[src/rtl/nibble_serial_add_ctrl_if.sv]
// nibble_serial_add_ctrl_if
//   Bundles the requester handshake, the result outputs and the external 4-bit CLA slice
//   connection of nibble_serial_add_ctrl.
//   Requester -> ctrl : start, sub, a_in[W], b_in[W]
//   ctrl -> requester : busy, done, result[W], cout, ovf, zero
//   ctrl -> slice     : slice_x[4], slice_y[4], slice_c0
//   slice -> ctrl     : slice_s[4], slice_gp, slice_pp
//   The master side owns the requester signals and also hosts the CLA slice.
interface nibble_serial_add_ctrl_if #(
    parameter int unsigned NIBBLES = 8
);
    localparam int unsigned W = 4 * NIBBLES;

    logic         start;
    logic         sub;
    logic [W-1:0] a_in;
    logic [W-1:0] b_in;
    logic         busy;
    logic         done;
    logic [W-1:0] result;
    logic         cout;
    logic         ovf;
    logic         zero;
    logic [3:0]   slice_x;
    logic [3:0]   slice_y;
    logic         slice_c0;
    logic [3:0]   slice_s;
    logic         slice_gp;
    logic         slice_pp;

    modport master (
        output start, sub, a_in, b_in, slice_s, slice_gp, slice_pp,
        input  busy, done, result, cout, ovf, zero, slice_x, slice_y, slice_c0
    );

    modport slave (
        input  start, sub, a_in, b_in, slice_s, slice_gp, slice_pp,
        output busy, done, result, cout, ovf, zero, slice_x, slice_y, slice_c0
    );
endinterface

[src/rtl/nibble_serial_add_ctrl.sv]
// nibble_serial_add_ctrl
//   Serial W-bit add/subtract built around an external combinational 4-bit CLA slice.
//   One nibble is processed per clock, least significant first; the group generate and
//   propagate from the slice form the ripple carry between passes.
//   Ports:
//     clock   : rising-edge clock for all state
//     clear_n : asynchronous active-low reset
//     bus     : slave modport of nibble_serial_add_ctrl_if (handshake, results, slice link)
module nibble_serial_add_ctrl #(
    parameter int unsigned NIBBLES = 8
) (
    input logic                    clock,
    input logic                    clear_n,
    nibble_serial_add_ctrl_if.slave bus
);
    localparam int unsigned W    = 4 * NIBBLES;
    localparam int unsigned IdxW = (NIBBLES > 1) ? $clog2(NIBBLES) : 1;
    localparam logic [IdxW-1:0] LastIdx = IdxW'(NIBBLES - 1);

    typedef enum logic [1:0] {StIdle, StRun, StDone} state_e;

    state_e          state_q, state_d;
    logic [IdxW-1:0] idx_q, idx_d;
    logic            carry_q, carry_d;
    logic [W-1:0]    a_q, a_d;
    logic [W-1:0]    bop_q, bop_d;
    logic [W-1:0]    result_q, result_d;
    logic            cout_q, cout_d;
    logic            ovf_q, ovf_d;
    logic            zero_q, zero_d;

    logic [3:0]      slice_x, slice_y;
    logic            slice_c0;
    logic [IdxW+1:0] nib_lo;

    // Bit offset of the current nibble.
    assign nib_lo = {idx_q, 2'b00};

    always_comb begin
        state_d  = state_q;
        idx_d    = idx_q;
        carry_d  = carry_q;
        a_d      = a_q;
        bop_d    = bop_q;
        result_d = result_q;
        cout_d   = cout_q;
        ovf_d    = ovf_q;
        zero_d   = zero_q;
        slice_x  = 4'h0;
        slice_y  = 4'h0;
        slice_c0 = 1'b0;

        unique case (state_q)
            StIdle: begin
                if (bus.start) begin
                    // Subtraction is A + ~B + 1, so the sub flag survives only as the
                    // inverted operand and the initial carry.
                    a_d     = bus.a_in;
                    bop_d   = bus.sub ? ~bus.b_in : bus.b_in;
                    carry_d = bus.sub;
                    idx_d   = '0;
                    state_d = StRun;
                end
            end
            StRun: begin
                slice_x  = a_q[nib_lo +: 4];
                slice_y  = bop_q[nib_lo +: 4];
                slice_c0 = carry_q;
                result_d[nib_lo +: 4] = bus.slice_s;
                carry_d  = bus.slice_gp | (bus.slice_pp & carry_q);
                if (idx_q == LastIdx) begin
                    idx_d   = '0;
                    state_d = StDone;
                    cout_d  = carry_d;
                    ovf_d   = (a_q[W-1] == bop_q[W-1]) & (result_d[W-1] != a_q[W-1]);
                    zero_d  = (result_d == '0);
                end else begin
                    idx_d = idx_q + 1'b1;
                end
            end
            StDone: begin
                state_d = StIdle;
            end
            default: begin
                state_d = StIdle;
            end
        endcase
    end

    always_ff @(posedge clock or negedge clear_n) begin
        if (!clear_n) begin
            state_q  <= StIdle;
            idx_q    <= '0;
            carry_q  <= 1'b0;
            a_q      <= '0;
            bop_q    <= '0;
            result_q <= '0;
            cout_q   <= 1'b0;
            ovf_q    <= 1'b0;
            zero_q   <= 1'b0;
        end else begin
            state_q  <= state_d;
            idx_q    <= idx_d;
            carry_q  <= carry_d;
            a_q      <= a_d;
            bop_q    <= bop_d;
            result_q <= result_d;
            cout_q   <= cout_d;
            ovf_q    <= ovf_d;
            zero_q   <= zero_d;
        end
    end

    assign bus.busy     = (state_q == StRun);
    assign bus.done     = (state_q == StDone);
    assign bus.result   = result_q;
    assign bus.cout     = cout_q;
    assign bus.ovf      = ovf_q;
    assign bus.zero     = zero_q;
    assign bus.slice_x  = slice_x;
    assign bus.slice_y  = slice_y;
    assign bus.slice_c0 = slice_c0;
endmodule

[src/flat_wrapper.sv]
// flat-port wrapper written by rule: the top's interface ports become plain ports
module nibble_serial_add_ctrl_flat 
#(
    parameter int unsigned NIBBLES = 8
)
  (clock, clear_n, bus_start, bus_sub, bus_a_in, bus_b_in, bus_slice_s, bus_slice_gp, bus_slice_pp, bus_busy, bus_done, bus_result, bus_cout, bus_ovf, bus_zero, bus_slice_x, bus_slice_y, bus_slice_c0);
  nibble_serial_add_ctrl_if #(.NIBBLES(NIBBLES)) bus_i ();
  input logic clock;
  input logic clear_n;
  input wire logic [$bits(bus_i.start)-1:0] bus_start;
  input wire logic [$bits(bus_i.sub)-1:0] bus_sub;
  input wire logic [$bits(bus_i.a_in)-1:0] bus_a_in;
  input wire logic [$bits(bus_i.b_in)-1:0] bus_b_in;
  input wire logic [$bits(bus_i.slice_s)-1:0] bus_slice_s;
  input wire logic [$bits(bus_i.slice_gp)-1:0] bus_slice_gp;
  input wire logic [$bits(bus_i.slice_pp)-1:0] bus_slice_pp;
  output wire logic [$bits(bus_i.busy)-1:0] bus_busy;
  output wire logic [$bits(bus_i.done)-1:0] bus_done;
  output wire logic [$bits(bus_i.result)-1:0] bus_result;
  output wire logic [$bits(bus_i.cout)-1:0] bus_cout;
  output wire logic [$bits(bus_i.ovf)-1:0] bus_ovf;
  output wire logic [$bits(bus_i.zero)-1:0] bus_zero;
  output wire logic [$bits(bus_i.slice_x)-1:0] bus_slice_x;
  output wire logic [$bits(bus_i.slice_y)-1:0] bus_slice_y;
  output wire logic [$bits(bus_i.slice_c0)-1:0] bus_slice_c0;
  assign bus_i.start = bus_start;
  assign bus_i.sub = bus_sub;
  assign bus_i.a_in = bus_a_in;
  assign bus_i.b_in = bus_b_in;
  assign bus_i.slice_s = bus_slice_s;
  assign bus_i.slice_gp = bus_slice_gp;
  assign bus_i.slice_pp = bus_slice_pp;
  assign bus_busy = bus_i.busy;
  assign bus_done = bus_i.done;
  assign bus_result = bus_i.result;
  assign bus_cout = bus_i.cout;
  assign bus_ovf = bus_i.ovf;
  assign bus_zero = bus_i.zero;
  assign bus_slice_x = bus_i.slice_x;
  assign bus_slice_y = bus_i.slice_y;
  assign bus_slice_c0 = bus_i.slice_c0;
  nibble_serial_add_ctrl #(.NIBBLES(NIBBLES)) u_core (.clock(clock), .clear_n(clear_n), .bus(bus_i));
endmodule
[config.mk]
export PLATFORM = sky130hd
export DESIGN_NAME = nibble_serial_add_ctrl_flat
export DESIGN_NICKNAME = d
export VERILOG_FILES = /design/src/rtl/nibble_serial_add_ctrl_if.sv /design/src/rtl/nibble_serial_add_ctrl.sv /design/src/flat_wrapper.sv
export SDC_FILE = /design/constraint.sdc
export NUM_CORES = 1
export LEC_CHECK = 0
export CAP_MARGIN = 20
export CORE_MARGIN = 5
export CORE_UTILIZATION = 50
export DETAILED_ROUTE_END_ITERATION = 8
export GPL_TIMING_DRIVEN = 0
export PLACE_DENSITY = 0.85
export SYNTH_ARGS = -nofsm -noshare
export SYNTH_HDL_FRONTEND = slang
export SYNTH_SLANG_ARGS = --single-unit
[constraint.sdc]
create_clock -name clock -period 3.7 [get_ports clock]
set_input_delay 0.37 -clock clock [delete_from_list [all_inputs] [get_ports clock]]
set_output_delay 0.37 -clock clock [all_outputs]
set_load 0.03 [all_outputs]
# Yosys cells after proc, flatten, opt, wreduce, memory -nomap -nowiden

Cells that the tools add are included.

Add/sub/neg operators: 2
$mul: 0
Div/mod/pow operators: 0
Order comparisons: 0
Equality and inequality tests: 7
Shifts and indexed selects: 4
Muxes and demuxes: 13
Bitwise operators: 4
Reduce and logical (&&, ||, !) cells: 7

Operators by type and width:

| operator                                              | number |
|---|---|
| indexed part select 32 x 6 -> 4 bit                   | 2 |
| bitwise mux 32 bit                                    | 1 |
| logical NOT 32 bit                                    | 1 |
| two-way mux 32 bit                                    | 1 |
| inverter 32 bit                                       | 1 |
| variable shift 4 x 7 -> 32 bit (first input constant) | 1 |
| indexed part select 4 x 7 -> 32 bit                   | 1 |
| two-way mux 4 bit                                     | 2 |
| AND reduction 2 bit                                   | 4 |
| negator 5 -> 7 bit                                    | 1 |
| two-way mux 3 bit                                     | 2 |
| case mux 3 bit (2 select lines)                       | 1 |
| two-way mux 2 bit                                     | 2 |
| case mux 2 bit (2 select lines)                       | 1 |
| adder 3 x 1 -> 3 bit (second input constant)          | 1 |
| == test 3 bit (second input constant)                 | 1 |
| bitwise AND 1 bit                                     | 2 |
| == test 2 x 1 -> 1 bit (second input constant)        | 1 |
| == test 2 bit (second input constant)                 | 1 |
| logical NOT 2 bit                                     | 1 |
| two-way mux 1 bit                                     | 2 |
| != test 2 x 1 -> 1 bit (second input constant)        | 1 |
| != test 2 bit (second input constant)                 | 1 |
| case mux 1 bit (2 select lines)                       | 1 |
| other kinds (4)                                       | 4 |

Register bits after elaboration: 105
Latch bits: 0
Memory bits (writable): 0
Bits in read-only memories: 0
Memories: 0

# Longest topological paths before layout

Gate-level depths: netlist (run 1).

Word-level depth: 5
Gate-level depth with buffers: 11

# Worst setup path before layout (run 1)

Ideal clock, no wire load.

Path type: reg-to-reg
Start point: register u_core.idx_q[1]
End point: register u_core.ovf_q, in the netlist u_core.bus.ovf
Library setup time: 0.082 ns
Arrival time: 2.769 ns
Slack: 0.849 ns
Cell stages (with the launch flop): 12
Path buffers: 3
Clock period less this slack: 2.851 ns
Cells stage by stage: dfrtp_1 > buf_2 > buf_1 > inv_1 > ha_1 > ha_1 > clkbuf_1 > or4b_4 > nor2_1 > a21oi_1 > or3_1 > a31oi_1

Cells in the longest elaborated chain, start to end: 5
Elaborated cells on any way between the ends: 8

RTL lines:

| what                                                                                         | line                          | text |
|---|---|---|
| from (decl)                                                                                  | nibble_serial_add_ctrl.sv:23  | `logic [IdxW-1:0] idx_q, idx_d;` |
| from (signal assigned)                                                                       | nibble_serial_add_ctrl.sv:103 | `idx_q <= idx_d;` |
| negator 5 -> 7 bit                                                                           | nibble_serial_add_ctrl.sv:69  | `result_d[nib_lo +: 4] = bus.slice_s;` |
| indexed part select 4 x 7 -> 32 bit / variable shift 4 x 7 -> 32 bit (equally long branches) | nibble_serial_add_ctrl.sv:69  |  |
| bitwise mux 32 bit                                                                           | nibble_serial_add_ctrl.sv:69  |  |
| != test 1 bit                                                                                | nibble_serial_add_ctrl.sv:75  | `ovf_d = (a_q[W-1] == bop_q[W-1]) & (result_d[W-1] != a_q[W-1]);` |
| bitwise AND 1 bit                                                                            | nibble_serial_add_ctrl.sv:75  |  |
| to (signal assigned)                                                                         | nibble_serial_add_ctrl.sv:109 | `ovf_q <= ovf_d;` |
| to (decl)                                                                                    | nibble_serial_add_ctrl.sv:29  | `logic ovf_q, ovf_d;` |

Parallel ways exist; a longest one is shown, timed or not.
A chain may end at the register's enable or synchronous reset.

# Worst setup path after layout (run 1)

Start point: register u_core.idx_q[2]
End point: register u_core.zero_q, in the netlist u_core.bus.zero

Cells in the longest elaborated chain, start to end: 4
Elaborated cells on any way between the ends: 7

RTL lines:

| what                                                                                         | line                          | text |
|---|---|---|
| negator 5 -> 7 bit                                                                           | nibble_serial_add_ctrl.sv:69  |  |
| indexed part select 4 x 7 -> 32 bit / variable shift 4 x 7 -> 32 bit (equally long branches) | nibble_serial_add_ctrl.sv:69  |  |
| bitwise mux 32 bit                                                                           | nibble_serial_add_ctrl.sv:69  |  |
| logical NOT 32 bit                                                                           | nibble_serial_add_ctrl.sv:76  | `zero_d = (result_d == '0);` |
| to (signal assigned)                                                                         | nibble_serial_add_ctrl.sv:110 | `zero_q <= zero_d;` |
| to (decl)                                                                                    | nibble_serial_add_ctrl.sv:30  | `logic zero_q, zero_d;` |

Parallel ways exist; a longest one is shown, timed or not.

==> summary.md, run 1 <==
The number of nets in the synthesized netlist is 518. STA classifies the critical path endpoint as a register. Of the total power, the share spent switching nets is 40.49%. The number of antenna diodes in the final layout is 0. The run gives 0 as the final global-route overflow total. The initial antenna violation count is 0. In this run, synthesis inferred 0 flip-flops with an integrated enable. The final number of max-transition violations was 0.

Once placement completed, the tool counted placed cells totaling 692. The most used flip-flop cell after synthesis is dfrtp_1. For this block, the initial DRC count from the detailed router was 190. The post-layout total power was 0.006112 W. Buffer type at the clock tree root: clkbuf_8. From left edge to right edge, the die measures 111.1 µm. TritonCTS built the clock tree. On the worst path, the slowest cell contributes a delay of 0.57 ns. Yosys printed 0 warnings. In the routed layout, each cell is associated on average with a via count of 5.520. Starting density of the core: 50.43%. The global routing usage summed across all routing layers was 20.65%; the critical path data required time was 3.99 ns.

In this run the deepest clock path goes through 2 buffers. At the end of routability-driven placement, the weighted congestion stood at 0.8786. Dividing the detail-routed wire length by the instance count gives 17.43 µm. In this run the remaining antenna-violating nets after routing total 0. Ratio of cells with drive above 1 in the final layout: 18.18%. Final hold violation count: 0.

The signal on the critical path passes through clkbuf_1 > clkinv_1 > ha_1 > clkbuf_1 > nor4b_1 > and2_1 > o21ai_0 > nand4bb_1 > o31ai_1. The worst setup path is launched from a register. The top cell types in the final layout, fill and taps aside, are 115 x clkdlybuf4s50_1, 105 x dfrtp_1, 62 x mux2_2. In this design, the critical path's most frequently occurring cell is clkbuf_1. After clock tree synthesis, the clock-pin slew on the worst setup and hold paths is 0.11 ns.

The top cell family by delay on the critical path was buffers and inverters. The number of CTS-inserted buffers came out at 9. Overall via count from detail_route: 3908. The run gives 13.5% as the relative contribution of the clock network to total power. The portion of total power attributed to sequential cells is 34.0%, and the actual transition at the worst max-transition pin is 0.7518 ns. The worst setup margin is 0.3988 ns, and the maximum level of the CTS H-tree is 3.

Compared with the post-synthesis result, the final layout area differs by 31.23%. The number of primary I/O pins was 120; the worst setup slack for register-to-register paths was 0.40 ns. The worst setup path is of the register to register kind. Setup repair after global routing left no endpoint under its margin. After filler insertion, the fill cell instance count of the layout stands at 775.

The maximum resistive drop on vdd is 0.0004597 V. The capture endpoint of the worst hold path was u_core.bus.result[12]$_DFFE_PN0P_. The power per standard cell area is 911.0 nW/µm².

After technology mapping, the gate count stands at 439. The mean area per synthesized cell came out at 11.65 µm². The worst path needs 3.301 ns of the cycle, external delays included. The logs give 105 for the CTS sink count and 0.008203 ns for the final setup skew.

In this run the power spent charging and discharging nets is 0.002475 W. The critical-path cell with the highest stage delay is nor4b_1. Counting both buffers and inverters, the worst setup path holds a total of 3. The tools report the launch point of the worst reg-to-reg path as u_core.idx_q[2]$_DFFE_PN0P_. Summed over all layers, the routed wires come to 12340 µm. In this run the static leakage power is 2.665 nW. The data arrival time of the critical path was 3.59 ns. The tools report the detailed-placement wirelength estimate as 9521 µm. The most common cell after layout, fill and taps aside was clkdlybuf4s50_1.

The later pin in the worst-skew pair is clocked with a latency of 0.38 ns. The detailed-route DRC error count is 0. Counting flops and latches in the post-synthesis netlist gives 105. Counting cells, the worst reg-to-reg path comes to 9. Summing the sequential cell areas from Yosys gives 51.40% of the chip area. The part of the cycle the worst path needs is 89.22%.

The flow ran to the end, and the final reports show no timing, DRC or antenna violations. The net count of the finished layout is 646. During placement, the flow inserted port buffers numbering 116. In this run the core area contains 37 standard-cell rows.

From bottom edge to top edge, the die measures 111.1 µm. The mapped netlist covers 5112 µm². Launch point of the worst hold path: bus_slice_s[0]. The worst register-to-register path ends at u_core.bus.zero$_DFFE_PN0P_. The tightest min-delay check is of the input port to register type. The number of violations of the max-capacitance limit was 0; the depth of the worst hold-timing path was 3.

The via count of the first global-routing pass was 4161; the top achievable clock speed was 302.9 MHz. The tools report the area enclosed by the die boundary as 12350 µm². Combinational logic is responsible for 52.5% of the overall power. Timing analysis after detailed placement gives a worst setup slack of 0.3011 ns.

The number of unique standard cell types used by synthesis is 42. For this run, the detailed router's first-pass iteration total came to 4. For this run, asynchronously set or reset flops after synthesis account for 100.0%.

Entering global routing, the biggest net connects 71 pins. After the flow finishes, the layout carries non-filler instances totaling 708. The tools report the core area as 10140 µm².

The global-route wire length before repair came out at 20600 µm. The total of endpoints with negative setup slack in the final report was 0; the cell internal power dissipation was 0.003637 W. Biggest fanout along the worst timing path: 10. Headroom to the max-slew limit came out at 49.77%.
registers in the layout, summed over array words and instances (netlist names):
| register | flops |
|---|---|
| u_core.bus.cout | 1 |
| u_core.bus.ovf | 1 |
| u_core.state_q | 2 |
| u_core.carry_q | 1 |
| u_core.a_q | 32 |
| u_core.bus.result | 32 |
| u_core.idx_q | 3 |
| u_core.bus.zero | 1 |
| u_core.bop_q | 32 |
kinds of logic (layout without fill, tap and decap cells):
| logic type | after synthesis | count (layout) | share of synthesized area, % |
|---|---|---|---|
| AOI/OAI and AO/OA | 66 | 66 | 7.073 |
| xor gates and xnor gates | 32 | 32 | 5.482 |
| adders and majority gates | 5 | 5 | 1.224 |
| buffers and inverters | 35 | 168 | 2.692 |
| DFF | 105 | 105 | 51.40 |
| muxes | 81 | 81 | 21.29 |
| and+or+nand+nor | 115 | 115 | 10.84 |
per-layer routing:
| metal | GRT usage, % | routed length [µm] | vias up | share of wire (%) |
|---|---|---|---|---|
| li1 | - | - | 1800 | - |
| met1 | 25.88 | 5071 | 1955 | 41 |
| met2 | 35.52 | 6333 | 132 | 51 |
| met3 | 4.640 | 726 | 21 | 5.9 |
| met4 | 6.813 | 207 | 0 | 1.7 |
| met5 | 0 | 0 | - | 0 |
layout make-up:
type                    count  area [µm²]  share of cell area (%)
inverters                   7       26.28                  0.3916
multi-input cells         299        2347                   34.99
plain buffers              27       107.6                   1.604
repair buffers            118        1196                   17.83
clock buffers               9       123.9                   1.846
clock inverters             7       110.1                   1.641
well taps                 136       170.2                   2.536
flip-flops and latches    105        2628                   39.16
metrics by stage:
stage          cell area (µm²)  setup TNS, ns  hold slack, ns  utilization [%]
4_1_cts                   6713              0          0.4684            66.21
2_1_floorplan             5112              0         0.07441                -
5_1_grt                   6709              0          0.4888            66.17
3_3_place_gp              6444        -148.24          0.4781            63.56
6_report                  6709              0          0.4656            66.17
3_5_place_dp              6469              0          0.3636            63.80
worst min-delay path: stages:
cell and delay, ns:
clkbuf_1 0.21, nand2_1 0.14, o21ai_0 0.08
cell usage after synthesis (2+ instances only):
| cell | count | share of area (%) |
|---|---|---|
| nand4_1 | 2 | 0.24 |
| nand2_1 | 31 | 2.3 |
| mux2i_1 | 3 | 0.59 |
| nand4bb_1 | 2 | 0.44 |
| a31oi_1 | 2 | 0.24 |
| clkinv_1 | 2 | 0.15 |
| a21oi_1 | 46 | 4.5 |
| mux4_2 | 16 | 7.0 |
| and2_1 | 4 | 0.49 |
| nor3_1 | 3 | 0.29 |
| a22o_1 | 2 | 0.34 |
| o22ai_1 | 2 | 0.24 |
| nor4_1 | 5 | 0.61 |
| dfrtp_1 | 105 | 51 |
| o21ai_0 | 8 | 0.78 |
| or2_2 | 2 | 0.24 |
| inv_1 | 5 | 0.37 |
| mux2_2 | 62 | 14 |
| buf_2 | 5 | 0.49 |
| nor4b_1 | 3 | 0.51 |
| xnor2_1 | 32 | 5.5 |
| buf_1 | 2 | 0.15 |
| nor2_1 | 47 | 3.5 |
| clkbuf_1 | 21 | 1.5 |
| nand2b_1 | 3 | 0.37 |
| ha_1 | 5 | 1.2 |
| nand3_1 | 3 | 0.29 |
| nor3b_1 | 2 | 0.29 |
power by group through the flow:
stage / Combinational [W] / Sequential (W) / Clock [W]
after global placement: 0.00313 / 0.00205 / 0
after detailed placement: 0.00323 / 0.00210 / 0
final: 0.00321 / 0.00208 / 0.000826
after floorplan: 0.00182 / 0.00234 / 0
after CTS: 0.00324 / 0.00208 / 0.000836
after global routing: 0.00346 / 0.00214 / 0.000892
timing repair:
item,in CTS,in global routing
endpoints found under the setup margin,0,1
gates resized for setup,0,0
hold endpoints to repair,35,0
buffers inserted,0,0
hold buffers,1,0
worst max path at each step:
stage                                start                          end  slack (ns)  cells past startpoint
4_1_cts        u_core.idx_q[1]$_DFFE_PN0P_  u_core.bus.zero$_DFFE_PN0P_        0.27                     11
2_1_floorplan  u_core.idx_q[1]$_DFFE_PN0P_   u_core.bus.ovf$_DFFE_PN0P_        0.85                     11
6_report       u_core.idx_q[2]$_DFFE_PN0P_  u_core.bus.zero$_DFFE_PN0P_        0.40                      9
3_3_place_gp                       clear_n  u_core.bop_q[4]$_DFFE_PN0P_       -1.42                      1
3_5_place_dp   u_core.idx_q[1]$_DFFE_PN0P_  u_core.bus.zero$_DFFE_PN0P_        0.30                     11
5_1_grt        u_core.idx_q[2]$_DFFE_PN0P_  u_core.bus.zero$_DFFE_PN0P_        0.09                      9
No activity file was read; power rests on OpenSTA's default activity.
==> run 2: changes to the inputs <==
PLACE_DENSITY = not set   (was 0.85)
PLACE_DENSITY_LB_ADDON = 0.05   (was not set)
SETUP_SLACK_MARGIN = 0.4   (was not set)
clock period = 3.3 ns   (was 3.7 ns; I/O delays follow)
==> run 2 against run 1 <==
Against the previous run:
- clock skew up 0.0020 ns
- sequential share of layout area fell by 0.21 points
- worst setup slack better by 0.13 ns
- global-route usage fell by 0.20 points
- utilization up 0.36 points
- power grew 11%
- design area up 0.54%
- fmax is 19% higher
- flip-flop and latch count unchanged
- largest cell class unchanged
- highest routed layer unchanged
==> summary.md, run 2 (synthesized netlist as in run 1, its figures left out) <==
The tools report the CTS sink count as 105 (unchanged). The most frequent cell on the critical path is ha_1 (was clkbuf_1). The run gives 0.0006227 V (was 0.0004597 V) as the maximum resistive drop on vdd. The number of CTS-inserted buffers is 9 (unchanged).

The global-route wire length before repair was 20280 µm (was 20600 µm). For the via count of the first global-routing pass, the log shows 4108 (was 4161). The top achievable clock speed was 360.7 MHz (was 302.9 MHz). The count of fill cells added during filler insertion is 823 (was 775). The static leakage came out at 2.772 nW (was 2.665 nW).

Most common cell after layout, fill and taps aside: clkdlybuf4s50_1 (unchanged). The logs give 120 (unchanged) for the number of primary I/O pins and 0.002733 W (was 0.002475 W) for the switching component of the power. The logs give 0.36 ns (was 0.38 ns) for the clock latency of the later-clocked register in the worst-skew pair and 2628 µm² (unchanged) for the sequential standard cell area.

Combinational group share of total power: 53.8% (was 52.5%). The nature of the critical path endpoint is a register (unchanged). The final global-route overflow total came out at 0 (unchanged). The number of buffers added on ports works out to 116 (unchanged). The aggregate routed wire length is 12150 µm (was 12340 µm), and the switching portion of total power is 40.42% (was 40.49%).

The tools report the cell internal power dissipation as 0.004029 W (was 0.003637 W). The tools report the post-layout total power as 0.006763 W (was 0.006112 W). For the post-route cell area, the log shows 6745 µm² (was 6709 µm²).

Biggest fanout along the worst timing path: 10 (unchanged). The sum of buffers and inverters on the critical path is 4 (was 3), and the placer's final routability congestion estimate is 0.8365 (was 0.8786). Critical path class: register to register (unchanged).

The global routing usage summed across all routing layers is 20.45% (was 20.65%). The first-pass iteration count of the detailed router came out at 4 (unchanged). The tools report the net total in the final layout as 648 (was 646).

Commonest non-fill, non-tap cells in the layout: 107 x clkdlybuf4s50_1, 105 x dfrtp_1, 62 x mux2_2 (was 115 x clkdlybuf4s50_1, 105 x dfrtp_1, 62 x mux2_2). The run gives 3 (unchanged) as the maximum level of the CTS H-tree. The starting density of the core was 50.43% (unchanged).

The detail-routed via count per cell is 5.379 (was 5.520), and the final antenna diode count is 0 (unchanged). The routed wirelength normalized by instance count is 17.11 µm (was 17.43 µm). TritonCTS built the clock tree.

The actual transition at the worst max-transition pin was 0.7712 ns (was 0.7518 ns); the worst hold slack was 0.4282 ns (was 0.4656 ns). The clock period minus worst slack was 2.773 ns (was 3.301 ns). The run finished with clean final reports.

The die boundary height was 111.1 µm (unchanged); the part of the cycle the worst path needs was 84.02% (was 89.22%). The detailed router's first-iteration violation count is 232 (was 190), and the area enclosed by the die boundary is 12350 µm² (unchanged). The ratio of cells with drive above 1 in the final layout is 19.16% (was 18.18%), and the portion of total power attributed to sequential cells is 34.1% (was 34.0%). The largest incremental delay on the critical path works out to 0.57 ns (about the same). The tools report the sort of element at the start of the critical path as a register (unchanged).

The power per standard cell area was 1003 nW/µm² (was 911.0 nW/µm²); the maximum number of pins on one net before global-route repair was 59 (was 71). The detailed-route DRC error count is 0 (unchanged), and the final setup skew is 0.01017 ns (was 0.008203 ns). The logs give 3819 (was 3908) for the overall via count from detail_route and 12.1% (was 13.5%) for the relative contribution of the clock network to total power. Synthesis-to-layout area growth: 31.94% (was 31.23%). The final hold violation count is 0 (unchanged).

The top cell family by delay on the critical path was simple AND/OR/NAND/NOR gates (was buffers and inverters). The area occupied by multi-input gates was 2354 µm² (was 2347 µm²); the final number of max-transition violations was 0 (unchanged). The tools report the core area as 10140 µm² (unchanged). The horizontal extent of the die is 111.1 µm (unchanged). The tools report the maximum number of buffers from clock root to sink as 2 (unchanged). The detailed-placement wirelength estimate is 9150 µm (was 9521 µm), and the post-placement cell area is 6469 µm² (unchanged). The critical-path cell with the highest stage delay was or4b_4 (was nor4b_1). The tools report the data arrival time of the critical path as 3.07 ns (was 3.59 ns). The post-layout utilization of the core was 66.53% (was 66.17%). The logs give 0 (unchanged) for the total of endpoints with negative setup slack in the final report and 3.59 ns (was 3.99 ns) for the critical path data required time.

The tools report the final antenna-violating net count as 0 (unchanged). The type of the most critical hold path was input port to register (unchanged). The clock transition at the registers of the reported paths is 0.10 ns (was 0.11 ns), and the initial antenna violation count is 0 (unchanged). For the standard-cell row count, the log shows 37 (unchanged).

The buffer type at the clock tree root is clkbuf_8 (unchanged). The run gives 48.48% (was 49.77%) as the relative slew slack. Setup repair after global routing could not meet its margin everywhere. Cells along the critical path: buf_4 > buf_12 > inv_1 > ha_1 > ha_1 > buf_2 > or4b_4 > nor2_1 > a21oi_1 > or3_1 > a31oi_1 (was clkbuf_1 > clkinv_1 > ha_1 > clkbuf_1 > nor4b_1 > and2_1 > o21ai_0 > nand4bb_1 > o31ai_1). The number of violations of the max-capacitance limit was 0 (unchanged).
-- run 2: changes by cell type in the layout (fill, tap and decap cells not counted), sizes merged --
cell | before | now
clkbuf | 30 | 29
clkinvlp | 1 | 0
bufinv | 2 | 1
dlygate4sd2 | 0 | 1
clkdlybuf4s50 | 115 | 107
dlymetal6s2s | 0 | 7
buf | 8 | 11
clkinv | 2 | 4
-- run 2: repair_timing --
| action | CTS | global route |
|---|---|---|
| setup endpoints to repair | 42 | 15 |
| buffers inserted | 1 | 0 |
| hold buffers | 1 | 0 |
| endpoints found under the hold margin | 47 | 0 |
| cloned | 0 | 0 |
| resized for setup | 12 | 12 |
-- run 2: worst register-to-register path, cell delays in order, from the launching register on --
cell and delay (ns):
dfrtp_1 0.37, buf_4 0.19, buf_12 0.16, inv_1 0.07, ha_1 0.21, ha_1 0.28, buf_2 0.18, or4b_4 0.57
nor2_1 0.13, a21oi_1 0.07, or3_1 0.31, a31oi_1 0.16
-- run 2: stage by stage --
step | TNS [ns] | instances | setup WS (ns)
2_1_floorplan | 0 | 439 | 0.4492
4_1_cts | 0 | 710 | 0.4160
6_report | 0 | 710 | 0.5273
3_3_place_gp | -205.31 | 691 | -1.963
3_5_place_dp | -0.3062 | 692 | -0.07085
5_1_grt | 0 | 710 | 0.3151
-- run 2: final timing paths --
kind                                              from                           endpoint  slack, ns  cells past startpoint
max                        u_core.idx_q[0]$_DFFE_PN0P_         u_core.bus.ovf$_DFFE_PN0P_       0.53                     11
min                                     bus_slice_s[0]  u_core.bus.result[28]$_DFFE_PN0P_       0.43                      3
max reg2reg                u_core.idx_q[0]$_DFFE_PN0P_         u_core.bus.ovf$_DFFE_PN0P_       0.53                     11
min reg2reg                u_core.bus.zero$_DFFE_PN0P_        u_core.bus.zero$_DFFE_PN0P_       0.51                      2
max in group asynchronous                      clear_n       u_core.bop_q[10]$_DFFE_PN0P_       2.09                      3
min in group asynchronous                      clear_n  u_core.bus.result[19]$_DFFE_PN0P_       0.51                      2
-- run 2: layout make-up --
cell class | count | share of cell area, %
Sequential cell | 105 | 38.95
Multi-Input combinational cell | 299 | 34.89
Timing Repair Buffer | 119 | 18.09
Tap cell | 136 | 2.523
Buffer | 28 | 2.189
Clock buffer | 9 | 1.836
Clock inverter | 7 | 1.113
Inverter | 7 | 0.4081
-- run 2: power by group through the flow --
stage	clock, W	combinational (W)	sequential [W]
floorplan	0	0.00204	0.00263
global placement	0	0.00355	0.00230
detailed placement	0	0.00362	0.00233
finish	0.000819	0.00364	0.00230
global route	0.000879	0.00393	0.00239
CTS	0.000838	0.00367	0.00230
-- run 2: per-layer routing --
metal  GRT usage, %  share of wire, %
met3          3.603               4.1
met1          26.55                44
met2          35.32                52
met5              0                 0
met4          5.921              0.79
==> run 3: changes to the inputs <==
clock period = 2.59 ns   (was 3.3 ns; I/O delays follow)
==> run 3 against run 2 <==
Against the previous run:
- via count rose by 5.3%
- routed wire length rose by 8.3%
- register-to-register slack got worse by 0.37 ns
- critical path depth did not move
- hold slack got worse by 0.071 ns
- utilization rose by 4.8 points
- sequential share of layout area fell by 2.6 points
- die area did not move
- worst setup slack got worse by 0.37 ns
==> summary.md, run 3 (synthesized netlist as in run 1, its figures left out) <==
The core area was 10140 µm² (unchanged); the clock transition at the registers of the reported paths was 0.09 ns (was 0.10 ns). Critical-path cell with the highest stage delay: or4b_4 (unchanged). The logs give 747 (was 823) for the count of fill cells added during filler insertion and 105 (unchanged) for the CTS sink count.

The via count of the first global-routing pass is 4177 (was 4108), and the ratio of cells with drive above 1 in the final layout is 29.33% (was 19.16%). Actual transition at the worst max-transition pin: 0.7164 ns (was 0.7712 ns). The logs give 411.8 MHz (was 360.7 MHz) for the top achievable clock speed and 12350 µm² (unchanged) for the area enclosed by the die boundary.

The critical path class was register to register (unchanged). Aggregate routed wire length: 13150 µm (was 12150 µm). For the detailed-placement wirelength estimate, the log shows 9150 µm (unchanged). The initial antenna violation count came out at 0 (unchanged). Type of the most critical hold path: input port to register (unchanged). The first-pass iteration count of the detailed router came out at 4 (unchanged). The standard-cell row count came out at 37 (unchanged). The routed wirelength normalized by instance count is 17.87 µm (was 17.11 µm), and the number of CTS-inserted buffers is 9 (unchanged). The power per standard cell area is 1331 nW/µm² (was 1003 nW/µm²), and the maximum number of buffers from clock root to sink is 2 (unchanged). The final setup skew is 0.007113 ns (was 0.01017 ns), and the starting density of the core is 50.43% (unchanged). For the final number of max-transition violations, the log shows 0 (unchanged). Cells along the critical path: buf_6 > buf_12 > clkinv_8 > ha_4 > ha_4 > buf_8 > or4b_4 > nor2_4 > a21oi_4 > or3_1 > a31oi_1 (was buf_4 > buf_12 > inv_1 > ha_1 > ha_1 > buf_2 > or4b_4 > nor2_1 > a21oi_1 > or3_1 > a31oi_1). The number of violations of the max-capacitance limit came out at 0 (unchanged). The die boundary height is 111.1 µm (unchanged).

The largest incremental delay on the critical path was 0.53 ns (was 0.57 ns). The final global-route overflow total was 0 (unchanged); the horizontal extent of the die was 111.1 µm (unchanged). The tools report the final antenna-violating net count as 0 (unchanged). The tools report the buffer type at the clock tree root as clkbuf_8 (unchanged). The global-route wire length before repair was 20980 µm (was 20280 µm). The run gives 0.0006129 V (was 0.0006227 V) as the maximum resistive drop on vdd. The area occupied by multi-input gates came out at 2541 µm² (was 2354 µm²). The maximum number of pins on one net before global-route repair was 67 (was 59). The number of buffers added on ports is 116 (unchanged), and the worst hold slack is 0.3568 ns (was 0.4282 ns).

For the total of endpoints with negative setup slack in the final report, the log shows 0 (unchanged). The top cell family by delay on the critical path is simple AND/OR/NAND/NOR gates (unchanged). The tools report the final hold violation count as 0 (unchanged). The sort of element at the start of the critical path was a register (unchanged).

Overall via count from detail_route: 4020 (was 3819). The clock latency of the later-clocked register in the worst-skew pair is 0.37 ns (was 0.36 ns), and the detail-routed via count per cell is 5.462 (was 5.379). The number of primary I/O pins is 120 (unchanged), and the placer's final routability congestion estimate is 0.8446 (was 0.8365). Data arrival time of the critical path: 2.73 ns (was 3.07 ns). For the detailed-route DRC error count, the log shows 0 (unchanged).

The part of the cycle the worst path needs was 93.76% (was 84.02%). The run gives 7231 µm² (was 6745 µm²) as the post-route cell area. The tools report the post-placement cell area as 6535 µm² (was 6469 µm²). Setup repair after global routing could not meet its margin everywhere.

The sum of buffers and inverters on the critical path is 4 (unchanged). The critical path data required time came out at 2.89 ns (was 3.59 ns). The tools report the nature of the critical path endpoint as a register (unchanged).

Sequential standard cell area: 2628 µm² (unchanged). The most frequent cell on the critical path is ha_4 (was ha_1). TritonCTS built the clock tree. For the net total in the final layout, the log shows 674 (was 648).

Static leakage: 2.920 nW (was 2.772 nW). The clock period minus worst slack is 2.428 ns (was 2.773 ns), and the relative slew slack is 52.24% (was 48.48%). For the final antenna diode count, the log shows 0 (unchanged). Commonest non-fill, non-tap cells in the layout: 105 x clkdlybuf4s50_1, 105 x dfrtp_1, 57 x mux2_2 (was 107 x clkdlybuf4s50_1, 105 x dfrtp_1, 62 x mux2_2).

The maximum level of the CTS H-tree was 3 (unchanged); the biggest fanout along the worst timing path was 5 (was 10). The detailed router's first-iteration violation count is 244 (was 232), and the post-layout total power is 0.009621 W (was 0.006763 W). The tools report the global routing usage summed across all routing layers as 21.34% (was 20.45%). The run finished with clean final reports.

The synthesis-to-layout area growth was 41.43% (was 31.94%).
[run 3: changes by cell type in the layout (fill, tap and decap cells not counted), moves of 4 or more]
cell            previous run  this run
dlymetal6s2s_1             7         0
nand2_1                   31        23
mux2_4                     0         5
inv_6                      4         0
nand2_2                    0         7
buf_12                     1         5
buf_4                      4        27
a21oi_1                   46        41
buf_6                      2         8
mux2_2                    62        57
a21oi_2                    0         4
[run 3: timing repair]
action / CTS / global route
endpoints found under the hold margin: 39 / 0
gates cloned: 0 / 1
hold buffers: 1 / 0
setup endpoints to repair: 74 / 67
resized for setup: 85 / 45
setup buffers: 19 / 7
pin swaps: 11 / 8
[run 3: layout make-up]
type / count / area share [%]
Multi-Input combinational cell: 299 / 35.14
Buffer: 28 / 2.890
Sequential cell: 105 / 36.34
Clock buffer: 13 / 2.059
Inverter: 7 / 0.6229
Timing Repair Buffer: 145 / 20.04
Tap cell: 136 / 2.353
Clock inverter: 3 / 0.5537
[run 3: final timing paths]
check | from | to | slack [ns] | cells after the start
hold / removal | bus_slice_s[0] | u_core.bus.result[28]$_DFFE_PN0P_ | 0.36 | 3
setup / recovery | u_core.idx_q[0]$_DFFE_PN0P_ | u_core.bus.ovf$_DFFE_PN0P_ | 0.16 | 11
min in group asynchronous | clear_n | u_core.bus.result[27]$_DFFE_PN0P_ | 0.40 | 2
hold reg to reg | u_core.a_q[26]$_DFFE_PN0P_ | u_core.a_q[26]$_DFFE_PN0P_ | 0.51 | 1
max in group asynchronous | clear_n | u_core.a_q[7]$_DFFE_PN0P_ | 1.50 | 3
setup reg to reg | u_core.idx_q[0]$_DFFE_PN0P_ | u_core.bus.ovf$_DFFE_PN0P_ | 0.16 | 11
[run 3: power by group]
part	internal, W	leakage (nW)	switching, W
combinational	0.00288	1.60	0.00277
sequential	0.00244	1.22	0.000529
clock	0.000472	0.0974	0.000534
total	0.00579	2.92	0.00383
[run 3: metrics by stage]
step	cells	setup WS [ns]	util, %	TNS, ns
after floorplan	439	0.1609	-	0
after global placement	691	-2.616	64.21	-274.16
after detailed placement	692	-0.1119	64.46	-0.5803
after CTS	728	0.08237	69.62	0
after global routing	736	0.02367	71.32	0
final	736	0.1616	71.32	0
[run 3: routing by layer]
metal	vias to the layer above	GRT usage [%]	share of wire (%)
met4	0	7.867	2.3
met5	-	0	0
li1	1858	-	-
met3	23	4.039	4.8
met1	2014	27.15	42
met2	125	36.41	51
[run 3: worst reg2reg max path: stages, from the launching register on]
cell	delay, ns
dfrtp_1	0.39
buf_6	0.13
buf_12	0.12
clkinv_8	0.05
ha_4	0.16
ha_4	0.21
buf_8	0.12
or4b_4	0.53
nor2_4	0.13
a21oi_4	0.04
or3_1	0.31
a31oi_1	0.17
